`src/rtl/wta_result_collector_pkg.sv`:
```
`default_nettype none
// ============================================================================
// Module   : wta_result_collector_pkg
// Brief    : Shared constants and record-layout helpers for the WTA result
//            collector: default widths, result FIFO depth and the packed
//            record field offsets {period_idx, neuron, spike_time}.
// Revision : 1.0 - initial release
// ============================================================================
package wta_result_collector_pkg;

  // Default widths match the spiking layer build
  localparam int DEF_NEURON_W      = 4;
  localparam int DEF_TIME_W        = 4;
  localparam int DEF_IDX_W         = 16;
  localparam int DEF_TIME_PERIOD   = 16;
  localparam int DEF_NUM_NEURONS   = 8;
  localparam int RESULT_FIFO_DEPTH = 8;

  // Record layout, LSB first: spike_time, neuron, period_idx
  function automatic int rec_spike_lsb();
    return 0;
  endfunction

  function automatic int rec_neuron_lsb(input int time_w);
    return time_w;
  endfunction

  function automatic int rec_idx_lsb(input int neuron_w, input int time_w);
    return time_w + neuron_w;
  endfunction

  function automatic int rec_width(input int idx_w, input int neuron_w, input int time_w);
    return idx_w + neuron_w + time_w;
  endfunction

endpackage
`default_nettype wire

```
`src/rtl/wta_result_collector_if.sv`:
```
`default_nettype none
// ============================================================================
// Module   : wta_result_collector_if
// Brief    : Valid/ready result stream from the collector to readout logic.
//            master = collector side, slave = consumer side.
// Revision : 1.0 - initial release
// ============================================================================
interface wta_result_collector_if
  import wta_result_collector_pkg::*;
#(
  parameter int NEURON_W = DEF_NEURON_W,
  parameter int TIME_W   = DEF_TIME_W,
  parameter int IDX_W    = DEF_IDX_W
);

  logic                out_valid;
  logic                out_ready;
  logic [NEURON_W-1:0] out_neuron;
  logic [TIME_W-1:0]   out_spike_time;
  logic                out_no_spike;
  logic [IDX_W-1:0]    out_period_idx;

  modport master (
    output out_valid,
    output out_neuron,
    output out_spike_time,
    output out_no_spike,
    output out_period_idx,
    input  out_ready
  );

  modport slave (
    input  out_valid,
    input  out_neuron,
    input  out_spike_time,
    input  out_no_spike,
    input  out_period_idx,
    output out_ready
  );

endinterface
`default_nettype wire

```
`src/rtl/wta_result_collector_sync_fifo.sv`:
```
`default_nettype none
// ============================================================================
// Module   : wta_result_collector_sync_fifo
// Brief    : Generic synchronous first-word-fall-through FIFO. The head entry
//            is always visible on rdata; a push while full is accepted only
//            when a pop happens on the same edge. DEPTH must be a power of
//            two (>= 2) so the pointers wrap naturally.
// Revision : 1.0 - initial release
// ============================================================================
module wta_result_collector_sync_fifo #(
  parameter int WIDTH = 24,
  parameter int DEPTH = 8
) (
  input  wire logic                     clk,
  input  wire logic                     rst_l,
  input  wire logic                     push,
  input  wire logic [WIDTH-1:0]         wdata,
  input  wire logic                     pop,
  output logic      [WIDTH-1:0]         rdata,
  output logic                          full,
  output logic                          empty,
  output logic      [$clog2(DEPTH):0]   count
);

  localparam int AW = $clog2(DEPTH);
  localparam int CW = AW + 1;

  logic [WIDTH-1:0] r_mem [DEPTH];
  logic [AW-1:0]    r_wr_ptr;
  logic [AW-1:0]    r_rd_ptr;
  logic [CW-1:0]    r_count;
  logic             w_do_push;
  logic             w_do_pop;

  assign empty     = (r_count == '0);
  assign full      = (r_count == CW'(DEPTH));
  assign count     = r_count;
  assign rdata     = r_mem[r_rd_ptr];
  // A pop on an empty FIFO is ignored; a full FIFO accepts a push only
  // when it is being popped on the same edge
  assign w_do_pop  = pop && !empty;
  assign w_do_push = push && (!full || w_do_pop);

  // Storage write; cleared on reset so the head reads zero when empty
  always_ff @(posedge clk or negedge rst_l) begin
    if (!rst_l) begin
      for (int i = 0; i < DEPTH; i++) r_mem[i] <= '0;
    end else if (w_do_push) begin
      r_mem[r_wr_ptr] <= wdata;
    end
  end

  // Pointer and exact occupancy bookkeeping
  always_ff @(posedge clk or negedge rst_l) begin
    if (!rst_l) begin
      r_wr_ptr <= '0;
      r_rd_ptr <= '0;
      r_count  <= '0;
    end else begin
      if (w_do_push) r_wr_ptr <= r_wr_ptr + 1'b1;
      if (w_do_pop)  r_rd_ptr <= r_rd_ptr + 1'b1;
      case ({w_do_push, w_do_pop})
        2'b10:   r_count <= r_count + 1'b1;
        2'b01:   r_count <= r_count - 1'b1;
        default: r_count <= r_count;
      endcase
    end
  end

endmodule
`default_nettype wire

```
`src/rtl/wta_result_collector.sv`:
```
`default_nettype none
// ============================================================================
// Module   : wta_result_collector
// Brief    : Samples the spiking layer's winner and spike time at the last
//            time step of each period, tags it with a period index and
//            buffers it in a FWFT FIFO presented as a valid/ready stream.
//            Captures arriving while the FIFO is full (and not being popped)
//            are dropped and counted (saturating at 255).
//            Optional feature macro: WTA_WIN_HIST_EN - per-neuron saturating
//            win histogram read through hist_sel/hist_count.
// Revision : 1.0 - initial release
// ============================================================================
module wta_result_collector
  import wta_result_collector_pkg::*;
#(
  parameter int NEURON_W    = DEF_NEURON_W,
  parameter int TIME_W      = DEF_TIME_W,
  parameter int TIME_PERIOD = DEF_TIME_PERIOD,
  parameter int DEPTH       = RESULT_FIFO_DEPTH,
  parameter int IDX_W       = DEF_IDX_W,
  parameter int NUM_NEURONS = DEF_NUM_NEURONS
) (
  input  wire logic                   clk,
  input  wire logic                   rst_l,
  input  wire logic [TIME_W-1:0]      time_val,
  input  wire logic [NEURON_W-1:0]    winning_neuron,
  input  wire logic [TIME_W-1:0]      output_spike_time,
  wta_result_collector_if.master      out_if,
  output logic      [$clog2(DEPTH):0] fifo_count,
  output logic      [7:0]             drop_cnt,
  input  wire logic [NEURON_W-1:0]    hist_sel,
  input  wire logic                   hist_clr,
  output logic      [7:0]             hist_count
);

  localparam int                REC_W      = rec_width(IDX_W, NEURON_W, TIME_W);
  localparam int                SPIKE_LSB  = rec_spike_lsb();
  localparam int                NEURON_LSB = rec_neuron_lsb(TIME_W);
  localparam int                IDX_LSB    = rec_idx_lsb(NEURON_W, TIME_W);
  localparam logic [TIME_W-1:0] CAP_TIME   = TIME_W'(TIME_PERIOD - 1);
  localparam logic [TIME_W-1:0] NO_SPIKE   = {TIME_W{1'b1}};

  logic [IDX_W-1:0] r_period_idx;
  logic [7:0]       r_drop_cnt;
  logic [REC_W-1:0] w_rec;
  logic [REC_W-1:0] w_head;
  logic             w_capture;
  logic             w_full;
  logic             w_empty;

  // Only the last step of the period captures; out-of-range time never matches
  assign w_capture = (time_val == CAP_TIME);
  assign w_rec     = {r_period_idx, winning_neuron, output_spike_time};

  wta_result_collector_sync_fifo #(
    .WIDTH (REC_W),
    .DEPTH (DEPTH)
  ) u_fifo (
    .clk   (clk),
    .rst_l (rst_l),
    .push  (w_capture),
    .wdata (w_rec),
    .pop   (out_if.out_ready),
    .rdata (w_head),
    .full  (w_full),
    .empty (w_empty),
    .count (fifo_count)
  );

  assign out_if.out_valid      = !w_empty;
  assign out_if.out_spike_time = w_head[SPIKE_LSB  +: TIME_W];
  assign out_if.out_neuron     = w_head[NEURON_LSB +: NEURON_W];
  assign out_if.out_period_idx = w_head[IDX_LSB    +: IDX_W];
  assign out_if.out_no_spike   = (out_if.out_spike_time == NO_SPIKE);
  assign drop_cnt              = r_drop_cnt;

  // Period index advances on every capture, dropped or not; drops saturate
  always_ff @(posedge clk or negedge rst_l) begin
    if (!rst_l) begin
      r_period_idx <= '0;
      r_drop_cnt   <= '0;
    end else if (w_capture) begin
      r_period_idx <= r_period_idx + 1'b1;
      // Full implies non-empty, so out_ready alone means a pop frees a slot
      if (w_full && !out_if.out_ready && (r_drop_cnt != 8'hFF))
        r_drop_cnt <= r_drop_cnt + 1'b1;
    end
  end

`ifdef WTA_WIN_HIST_EN
  logic [7:0] r_hist [NUM_NEURONS];

  // Win histogram: clear wins over increment; no-spike periods are not wins
  always_ff @(posedge clk or negedge rst_l) begin
    if (!rst_l) begin
      for (int i = 0; i < NUM_NEURONS; i++) r_hist[i] <= '0;
    end else if (hist_clr) begin
      for (int i = 0; i < NUM_NEURONS; i++) r_hist[i] <= '0;
    end else if (w_capture && (output_spike_time != NO_SPIKE)) begin
      for (int i = 0; i < NUM_NEURONS; i++) begin
        if ((32'(winning_neuron) == i) && (r_hist[i] != 8'hFF))
          r_hist[i] <= r_hist[i] + 1'b1;
      end
    end
  end

  // Histogram read mux; out-of-range selects read as zero
  always_comb begin
    hist_count = '0;
    for (int i = 0; i < NUM_NEURONS; i++) begin
      if (32'(hist_sel) == i) hist_count = r_hist[i];
    end
  end
`else
  logic unused_hist;

  assign unused_hist = ^{hist_sel, hist_clr};
  assign hist_count  = '0;
`endif

endmodule
`default_nettype wire

```
`src/flat_wrapper.sv`:
```
// flat-port wrapper written by rule: the top's interface ports become plain ports
module wta_result_collector_flat import wta_result_collector_pkg::*;
#(
  parameter int NEURON_W    = DEF_NEURON_W,
  parameter int TIME_W      = DEF_TIME_W,
  parameter int TIME_PERIOD = DEF_TIME_PERIOD,
  parameter int DEPTH       = RESULT_FIFO_DEPTH,
  parameter int IDX_W       = DEF_IDX_W,
  parameter int NUM_NEURONS = DEF_NUM_NEURONS
)
  (clk, rst_l, time_val, winning_neuron, output_spike_time, fifo_count, drop_cnt, hist_sel, hist_clr, hist_count, out_if_out_valid, out_if_out_neuron, out_if_out_spike_time, out_if_out_no_spike, out_if_out_period_idx, out_if_out_ready);
  wta_result_collector_if #(.NEURON_W(NEURON_W), .TIME_W(TIME_W), .IDX_W(IDX_W)) out_if_i ();
  input  wire logic clk;
  input  wire logic rst_l;
  input  wire logic [TIME_W-1:0] time_val;
  input  wire logic [NEURON_W-1:0] winning_neuron;
  input  wire logic [TIME_W-1:0] output_spike_time;
  output logic      [$clog2(DEPTH):0] fifo_count;
  output logic      [7:0] drop_cnt;
  input  wire logic [NEURON_W-1:0] hist_sel;
  input  wire logic hist_clr;
  output logic      [7:0] hist_count;
  output wire logic [$bits(out_if_i.out_valid)-1:0] out_if_out_valid;
  output wire logic [$bits(out_if_i.out_neuron)-1:0] out_if_out_neuron;
  output wire logic [$bits(out_if_i.out_spike_time)-1:0] out_if_out_spike_time;
  output wire logic [$bits(out_if_i.out_no_spike)-1:0] out_if_out_no_spike;
  output wire logic [$bits(out_if_i.out_period_idx)-1:0] out_if_out_period_idx;
  input wire logic [$bits(out_if_i.out_ready)-1:0] out_if_out_ready;
  assign out_if_out_valid = out_if_i.out_valid;
  assign out_if_out_neuron = out_if_i.out_neuron;
  assign out_if_out_spike_time = out_if_i.out_spike_time;
  assign out_if_out_no_spike = out_if_i.out_no_spike;
  assign out_if_out_period_idx = out_if_i.out_period_idx;
  assign out_if_i.out_ready = out_if_out_ready;
  wta_result_collector #(.NEURON_W(NEURON_W), .TIME_W(TIME_W), .TIME_PERIOD(TIME_PERIOD), .DEPTH(DEPTH), .IDX_W(IDX_W), .NUM_NEURONS(NUM_NEURONS)) u_core (.clk(clk), .rst_l(rst_l), .time_val(time_val), .winning_neuron(winning_neuron), .output_spike_time(output_spike_time), .out_if(out_if_i), .fifo_count(fifo_count), .drop_cnt(drop_cnt), .hist_sel(hist_sel), .hist_clr(hist_clr), .hist_count(hist_count));
endmodule
```
`config.mk`:
```
export PLATFORM = sky130hd
export DESIGN_NAME = wta_result_collector_flat
export DESIGN_NICKNAME = d
export VERILOG_FILES = /design/src/rtl/wta_result_collector_pkg.sv /design/src/rtl/wta_result_collector_if.sv /design/src/rtl/wta_result_collector_sync_fifo.sv /design/src/rtl/wta_result_collector.sv /design/src/flat_wrapper.sv
export SDC_FILE = /design/constraint.sdc
export NUM_CORES = 1
export LEC_CHECK = 0
export CORE_AREA = 2 2 155 111
export CTS_CLUSTER_DIAMETER = 80
export DETAILED_ROUTE_END_ITERATION = 12
export DIE_AREA = 0 0 157 113
export DONT_BUFFER_PORTS = 1
export HOLD_SLACK_MARGIN = 0.03
export PLACE_DENSITY = 0.91
export SLEW_MARGIN = 0
export SYNTH_ARGS = -nofsm -noshare
export SYNTH_HDL_FRONTEND = slang
export SYNTH_SLANG_ARGS = --single-unit
```
`constraint.sdc`:
```
create_clock -name clk -period 5.1 [get_ports clk]
set_clock_uncertainty 0.2 [all_clocks]
set_input_delay 0.765 -clock clk [delete_from_list [all_inputs] [get_ports clk]]
set_output_delay 0.765 -clock clk [all_outputs]
set_load 0.01 [all_outputs]
```
After elaboration in Yosys (flattened, before gate mapping). Index checks and enable logic that the tools add are counted.

Word-level logic and storage cells: 49. Bits in registers: 226.

Add/subtract/negate cells: 6. Equal/unequal tests: 6. Bitwise gates (word level): 2. Reduce and logical (&&, ||, !) cells: 12. Magnitude comparators: 3. Mux-type cells: 7.

Operators by type and width (number): bitwise mux 192 bit (1); binary-select mux 24 bit (select 3 bit) (1); demux 24 bit (select 3 bit) (1); 2-to-1 mux 24 bit (3); adder 16 x 1 -> 16 bit (second input constant) (1); == test 4 bit (second input constant) (3); adder 8 x 1 -> 8 bit (second input constant) (1); >= comparator 4 bit (second input constant) (2); != test 8 bit (second input constant) (1); inverter 3 -> 4 bit (2); one-hot mux 4 bit (2 select lines) (1); adder 3 x 1 -> 3 bit (second input constant) (2); logical AND 1 bit (5); adder 4 x 1 -> 4 bit (second input constant) (1); logical NOT 4 bit (1); less-than comparator 4 x 1 -> 1 bit (second input constant) (1); subtractor 4 x 1 -> 4 bit (second input constant) (1); logical NOT 1 bit (3); == test 2 x 1 -> 1 bit (second input constant) (1); == test 2 bit (second input constant) (1); AND reduction 2 bit (1); nonzero test 2 bit (1); logical OR 1 bit (1).

Longest topological paths before layout. Gate-level depths: netlist of the first run.

Depth in word-level cells: 7. Mapped depth: 11.

Modules after synthesis. From an unflattened synthesis of the first run, not the netlist that was laid out.

Cells, all modules: 671. Area, all modules: 10545.1 um2.

Modules (own cells, without submodules): wta_result_collector_sync_fifo (cells each 558, sequential area each 5054.8 um2, area an instance 9362.7 um2, instances 1); wta_result_collector (cells each 113, sequential area each 600.6 um2, area an instance 1182.4 um2, instances 1).

Worst setup path after synthesis of the first run. OpenSTA, ideal clock, no wires.

Path kind: reg-to-output. Start: reg u_core.u_fifo.r_rd_ptr[0]. End: out out_if_out_neuron[0]. Path slack: 2168 ps. Cell stages (with the launch flop): 6. Arrival time: 1967 ps. Path buffers: 3. Data required time: 4135 ps. Path through: dfrtp_1 > clkbuf_1 > buf_2 > buf_2 > mux4_2 > mux2_2.

Word-level cells in the longest chain between the ends: 4.

RTL lines: start: declaration (RTL line wta_result_collector_sync_fifo.sv:30) `logic [AW-1:0] r_rd_ptr;`; start signal: assignment (RTL line wta_result_collector_sync_fifo.sv:61) `if (w_do_pop) r_rd_ptr <= r_rd_ptr + 1'b1;`; inverter 3 -> 4 bit (implied by the code) (RTL line wta_result_collector_sync_fifo.sv:38) `assign rdata = r_mem[r_rd_ptr];`; binary-select mux 24 bit (select 3 bit) (RTL line wta_result_collector_sync_fifo.sv:38); 2-to-1 mux 24 bit (implied by the code) (2 in series) (RTL line wta_result_collector_sync_fifo.sv:38); end: declaration (RTL line flat_wrapper.sv:24) `output wire logic [$bits(out_if_i.out_neuron)-1:0] out_if_out_neuron;`.

Every way passes these cells. The select of a mux whose other input is x is not followed.

Final worst setup path of the first run.
Start: reg u_core.u_fifo.r_rd_ptr[0]. End: out out_if_out_no_spike.

Word-level cells in the longest chain between the ends: 5.

RTL lines: inverter 3 -> 4 bit (implied by the code) (RTL line wta_result_collector_sync_fifo.sv:38); binary-select mux 24 bit (select 3 bit) (RTL line wta_result_collector_sync_fifo.sv:38); 2-to-1 mux 24 bit (implied by the code) (2 in series) (RTL line wta_result_collector_sync_fifo.sv:38); named net out_if_out_spike_time[3] (RTL line flat_wrapper.sv:25) `output wire logic [$bits(out_if_i.out_spike_time)-1:0] out_if_out_spike_time;`; == test 4 bit (RTL line wta_result_collector.sv:74) `assign out_if.out_no_spike = (out_if.out_spike_time == NO_SPIKE);`; end: declaration (RTL line flat_wrapper.sv:26) `output wire logic [$bits(out_if_i.out_no_spike)-1:0] out_if_out_no_spike;`.

The timed path passes the listed nets, and every way through them passes these cells. The select of a mux whose other input is x is not followed.

==> impl_results.md, run 1 <==
* Status: complete, but fails checks
* Violated checks: negative hold slack
* Post-cts resize count at 0
* Worst vdd ir at 0.000376 V
* Clk sinks at around 230
* DIE WIDTH at around 160 µm
* Critical path class: register to output port
* HPWL after detailed placement at 12,100 µm
* Iter 0 DRT Violations at between 400 and 500
* Synth Cell Area at 0.0104 mm²
* Worst reg2reg path depth at 9
* DR vias at between 5,000 and 6,000
* Max Cap Viol at 0
* Die Height at 113 µm
* Hold/Removal Path Class: input pin to async pin
* Drt first pass iters at 4
* Initial antenna violation count at 0
* Core Area at between 0.015 and 0.02 mm²
* Register area share after synthesis at 0.543
* F_max at roughly 0.26 GHz
* Syn. warnings at 0
* Area grow syn2layout at 6.90%
* Final hold violations at approximately 230
* Worst slew margin at 0.305
* Clock Root Buffer: clkbuf_16
* Crit-path max FO at 50
* Nets at 679
* Reg2reg setup slack at between 2000 and 2500 ps
* PD cells at approximately 460 mW/mm²
* Post-synth EDFFs at 0
* Clock network latency to the later pin of the worst-skew pair at 500 ps
* Layout cell share with drive strength beyond 1 at 0.477
* WL final at 20,800 µm
* Tcrit/Tclk final at 0.742
* DR WL/cell at between 20 and 25 µm
* Pre-CTS setup slack at approximately 1800 ps
* Final Hold Slack at -240 ps
* Worst-path clk slew at 60 ps
* Port bufs at 0
* Die area at around 0.018 mm²
* Worst setup SP type: register
* CTS buffer count at 21
* Gpl congestion at between 0.7 and 0.8
* Initial Util at 0.645
* DRC viols at 0
* Worst R2R End: u_core.u_fifo.count[2]
* Fillers at roughly 1,000
* RSZ-0062 raised after global routing: no
* Setup WS post-layout at 1320 ps
* Gate Count Post-Synth at 676
* Max Slew Vio Count at 0
* Synth Flop Type: dfrtp_1
* Congestion Overflow GR at 0
* Worst R2R Start: u_core.u_fifo.count[2]
* Tmin final at around 3800 ps
* Syn Area/Cell at around 15 µm²
* Setup TNS at 0 ps
* Diode count at 0
* Cell Rows at 39
* Final setup viols at 0
* ANT nets after route at 0
* H-tree depth at 1
* Synthesized flop and latch total at around 230
* Clk buf depth at 3
* Crit path required time at between 4000 and 5000 ps
* Largest net degree at the start of global routing at around 230
* Distinct cells, synth at 42
* Async set-reset flop share out of synthesis at 1.00
* Io pins at 66
* Via/cell ratio at approximately 6.3
* First-pass GRT wire length at roughly 34,000 µm
* Crit path DAT at 2820 ps
* Gr usage total at 0.246
* Vias in the first global route at about 6,200
* CTS tree: yes
* Crit path capture type: output port
* Slew @ Worst Pin at roughly 1000 ps
* Leak at around 5.4 nW
* Post-CTS Setup Inserts at 0
==> cell usage after synthesis, types with 6 or more instances <==
cell type  number  share of area
dfrtp_1       226           0.54
mux2_2        199           0.22
mux4_2         48           0.10
clkbuf_1       25         0.0090
buf_2          21          0.010
mux2_4         20          0.029
nand2_1        16         0.0058
xor2_1         15          0.013
nand3_1        13         0.0062
xnor2_1        13          0.011
nor2_1         11         0.0040
buf_4           8         0.0058
ha_1            7         0.0084
a21oi_1         6         0.0029
==> final cells by class <==
cell class	count	area, µm²	area share
Multi-Input combinational cell	394	4490	0.404
Clock inverter	7	37.5	0.00337
Timing Repair Buffer	7	52.6	0.00472
Clock buffer	29	596	0.0535
Sequential cell	226	5660	0.509
Inverter	2	7.51	0.000675
Tap cell	225	282	0.0253
==> registers in the layout, summed over array words and instances, names as in the netlist <==
| signal | flops |
|---|---|
| u_core.u_fifo.count | 4 |
| u_core.drop_cnt | 8 |
| u_core.u_fifo.r_wr_ptr | 3 |
| u_core.u_fifo.r_mem | 192 |
| u_core.u_fifo.r_rd_ptr | 3 |
| u_core.r_period_idx | 16 |
==> through the flow <==
step	hold slack, ps	power (mW)	cells	utilization	cell area (µm²)
final	-240	5.09	890	0.689	11100
after global routing	-261	5.33	890	0.689	11100
after detailed placement	275	3.64	854	0.650	10500
after floorplan	269	3.37	683	-	10400
after global placement	277	3.54	854	0.650	10500
after CTS	-255	5.14	890	0.689	11100
==> per-layer routing <==
metal | up-vias | GRT usage | wire (µm)
met3 | 34 | 0.0440 | 1330
met1 | 3011 | 0.346 | 8560
met5 | - | 0 | 0
li1 | 2409 | - | -
met2 | 165 | 0.398 | 10400
met4 | 0 | 0.0789 | 429
==> cell usage in the layout, fill, tap and decap left out, types with 2 or more instances in the layout <==
cell / Yosys / final
nand2_1: 16 / 16
clkbuf_16: 0 / 21
and4_1: 3 / 3
mux2_2: 199 / 199
ha_1: 7 / 7
clkinv_2: 0 / 6
a31oi_1: 2 / 2
nor4bb_1: 2 / 2
clkbuf_1: 25 / 4
clkbuf_8: 0 / 4
nand4_1: 3 / 3
buf_4: 8 / 7
a21oi_1: 6 / 6
dfrtp_1: 226 / 224
nand3_2: 0 / 2
xor2_1: 15 / 15
nor2_1: 11 / 10
xnor2_1: 13 / 13
nor3_1: 5 / 5
nor4_1: 5 / 5
mux2_4: 20 / 20
mux4_2: 48 / 48
conb_1: 1 / 8
nand3_1: 13 / 11
nand3b_1: 2 / 2
==> power breakdown <==
part           internal [mW]  total [mW]  switching [mW]
clock network          0.815        1.47           0.658
registers               2.11        2.55           0.444
logic                  0.672        1.07           0.394
total                   3.60        5.09            1.50
==> critical path, stage by stage, from the launching register on <==
cell and delay, ps:
dfrtp_4 1100, mux4_2 640, mux2_2 330, and4_1 250
==> cells by family after synthesis <==
group	Yosys count	synth area share
mux	268	0.349
flops	226	0.543
simple gates	72	0.0392
buf+inv	63	0.0296
xor+xnor	28	0.0236
compound gates	11	0.00685
fa+ha+maj	7	0.00841
other cells	1	0.000360
==> how the worst max path moves through the flow <==
stage	to	from	slack [ps]
floorplan	out_if_out_neuron[0]	u_core.u_fifo.r_rd_ptr[0]	2170
global placement	out_if_out_no_spike	u_core.u_fifo.r_rd_ptr[0]	1780
detailed placement	out_if_out_no_spike	u_core.u_fifo.r_rd_ptr[0]	1770
CTS	out_if_out_no_spike	u_core.u_fifo.r_rd_ptr[0]	1220
global route	out_if_out_no_spike	u_core.u_fifo.r_rd_ptr[0]	1110
finish	out_if_out_no_spike	u_core.u_fifo.r_rd_ptr[0]	1320
(Power assumes the default switching activity.)
==> inputs of run 2 (changes only) <==
Settings changed: CORE_AREA 2 2 155 111 to 2 2 156 112, DIE_AREA 0 0 157 113 to 0 0 158 114, PLACE_DENSITY 0.91 to 0.9.
Clock period 5.1 ns to 3.6 ns, I/O delays scaled along.
==> run 2 against run 1 <==
Wire length grew 1.8%. Global-route usage is 0.45 points higher. Die area increased by 1.5%. Clock-buffer cell count increased by 3. The run still ends with negative hold slack left. Flip-flop and latch count is the same. Clock power is 61% higher. Sequential share of layout area decreased by 1.4 points. Core utilization is 0.51 points lower.
==> impl_results.md, run 2 (synthesized netlist as in run 1, its figures left out) <==
* Status: complete, but fails checks
* Violated checks: negative hold slack
* Final setup viols at 0
* Worst slew margin at 0.506
* H-tree depth at 1
* Most flops, register: u_core.u_fifo.r_mem
* F_max at 0.310 GHz
* Slew @ Worst Pin at about 730 ps
* Congestion Overflow GR at 0
* Clk buf depth at 3
* Via/cell ratio at a little over 6
* Die area at approximately 0.018 mm²
* CP startpoint: u_core.u_fifo.r_rd_ptr[0]
* Cts hold-fix bufs at 8
* DR WL/cell at roughly 23 µm
* Crit path DAT at 2480 ps
* Clk sinks at approximately 230
* Commonest non-fill, non-tap cell in the layout: dfrtp_1
* Post-Layout Cell Count at between 900 and 1,000
* Register area at 0.00566 mm²
* Gr usage total at 0.251
* Pre-CTS setup slack at 707 ps
* Post-CTS Setup Inserts at 0
* Initial Util at 0.623
* Crit-path max FO at 28
* Largest net degree at the start of global routing at approximately 230
* Setup WS post-layout at 376 ps
* Port bufs at 0
* Worst R2R Start: u_core.u_fifo.count[1]
* Max reg flops at between 150 and 200
* Gpl congestion at about 0.77
* Area grow syn2layout at 9.82%
* Iter 0 DRT Violations at 395
* Setup TNS at 0 ps
* Clock Root Buffer: clkbuf_16
* Tmin final at roughly 3200 ps
* Crit path capture type: output port
* Crit path required time at approximately 2900 ps
* Worst reg2reg path depth at 9
* Hold/Removal Path Class: input pin to async pin
* Tcrit/Tclk final at 0.896
* Nets at between 600 and 700
* Initial antenna violation count at 0
* Leak at about 5.5 nW
* Final Hold Slack at -463 ps
* Vias in the first global route at slightly above 6,000
* DR vias at between 5,000 and 6,000
* Core Area at roughly 0.017 mm²
* Most frequent cells in the layout: 224 x dfrtp_1, 199 x mux2_2, 48 x mux4_2
* RSZ-0062 raised after global routing: no
* Worst vdd ir at between 0.0006 and 0.0007 V
* Post-cts resize count at 0
* Max Slew Vio Count at 0
* Reg2reg setup slack at ~630 ps
* Fillers at between 1,000 and 1,500
* Drt first pass iters at 4
* Layout cell share with drive strength beyond 1 at 0.477
* PD cells at 659 mW/mm²
* Die Height at between 100 and 150 µm
* CTS tree: yes
* Clock network latency to the later pin of the worst-skew pair at ~500 ps
* Placed Instances at 870
* Diode count at 0
* First-pass GRT wire length at ~34,000 µm
* Io pins at 66
* HPWL after detailed placement at around 13,000 µm
* Multi-input logic area at between 0.004 and 0.005 mm²
* CTS buffer count at 22
* Final hold violations at 226
* Critical path class: register to output port
* Cell Rows at 40
* Worst setup SP type: register
* DIE WIDTH at roughly 160 µm
* DRC viols at 0
* Finished Core Util at 0.684
* Worst-path clk slew at 60 ps
* ANT nets after route at 0
* WL final at around 21,000 µm
* Max Cap Viol at 0
-- run 2: cell count changes in the layout (fill, tap and decap cells not counted) --
cell	previous run	this run
buf_4	7	14
bufinv_16	0	2
clkinv_2	6	4
nand3_1	11	13
clkbuf_8	4	5
and4b_2	1	0
nand3_2	2	0
buf_12	0	3
dlygate4sd3_1	0	8
clkinvlp_4	1	0
and4b_1	0	1
clkinv_4	0	1
clkbuf_16	21	23
-- run 2: final timing paths --
check                                       endpoint
max reg2reg                   u_core.u_fifo.count[2]
min                         u_core.u_fifo.r_mem[127]
max                         out_if_out_period_idx[1]
max in group asynchronous     u_core.u_fifo.r_mem[0]
min reg2reg                  u_core.u_fifo.r_mem[29]
min in group clk           u_core.u_fifo.r_wr_ptr[1]
-- run 2: worst max-delay path: stages (launching register included) --
cell and delay [ps]:
dfrtp_4 760, buf_12 320, mux4_2 540, mux2_2 350
-- run 2: area by class of cell --
type / instances / area share
flip-flops and latches: 226 / 0.495
inverters: 2 / 0.000657
clock buffers: 32 / 0.0577
clock inverters: 7 / 0.00777
repair buffers: 25 / 0.0214
multi-input cells: 394 / 0.392
well taps: 231 / 0.0253
-- run 2: where the power goes --
part | internal [mW] | switching, mW | total, mW
clock network | 1.41 | 0.942 | 2.36
logic | 0.998 | 0.646 | 1.64
registers | 2.99 | 0.545 | 3.53
total | 5.40 | 2.13 | 7.54
-- run 2: through the flow --
step / power [mW] / instance area (µm²) / hold WS [ps]
floorplan: 4.77 / 10400 / 44.4
global placement: 5.07 / 10600 / 50.1
detailed placement: 5.21 / 10600 / 49.1
CTS: 7.61 / 11400 / -479
global route: 7.91 / 11400 / -492
finish: 7.54 / 11400 / -463
-- run 2: routing by layer --
| metal | vias to the layer above | track usage | share of wire |
|---|---|---|---|
| met1 | 3026 | 0.347 | 0.43 |
| met5 | - | 0 | 0 |
| met4 | 0 | 0.0739 | 0.026 |
| li1 | 2454 | - | - |
| met3 | 46 | 0.0505 | 0.052 |
| met2 | 157 | 0.409 | 0.49 |
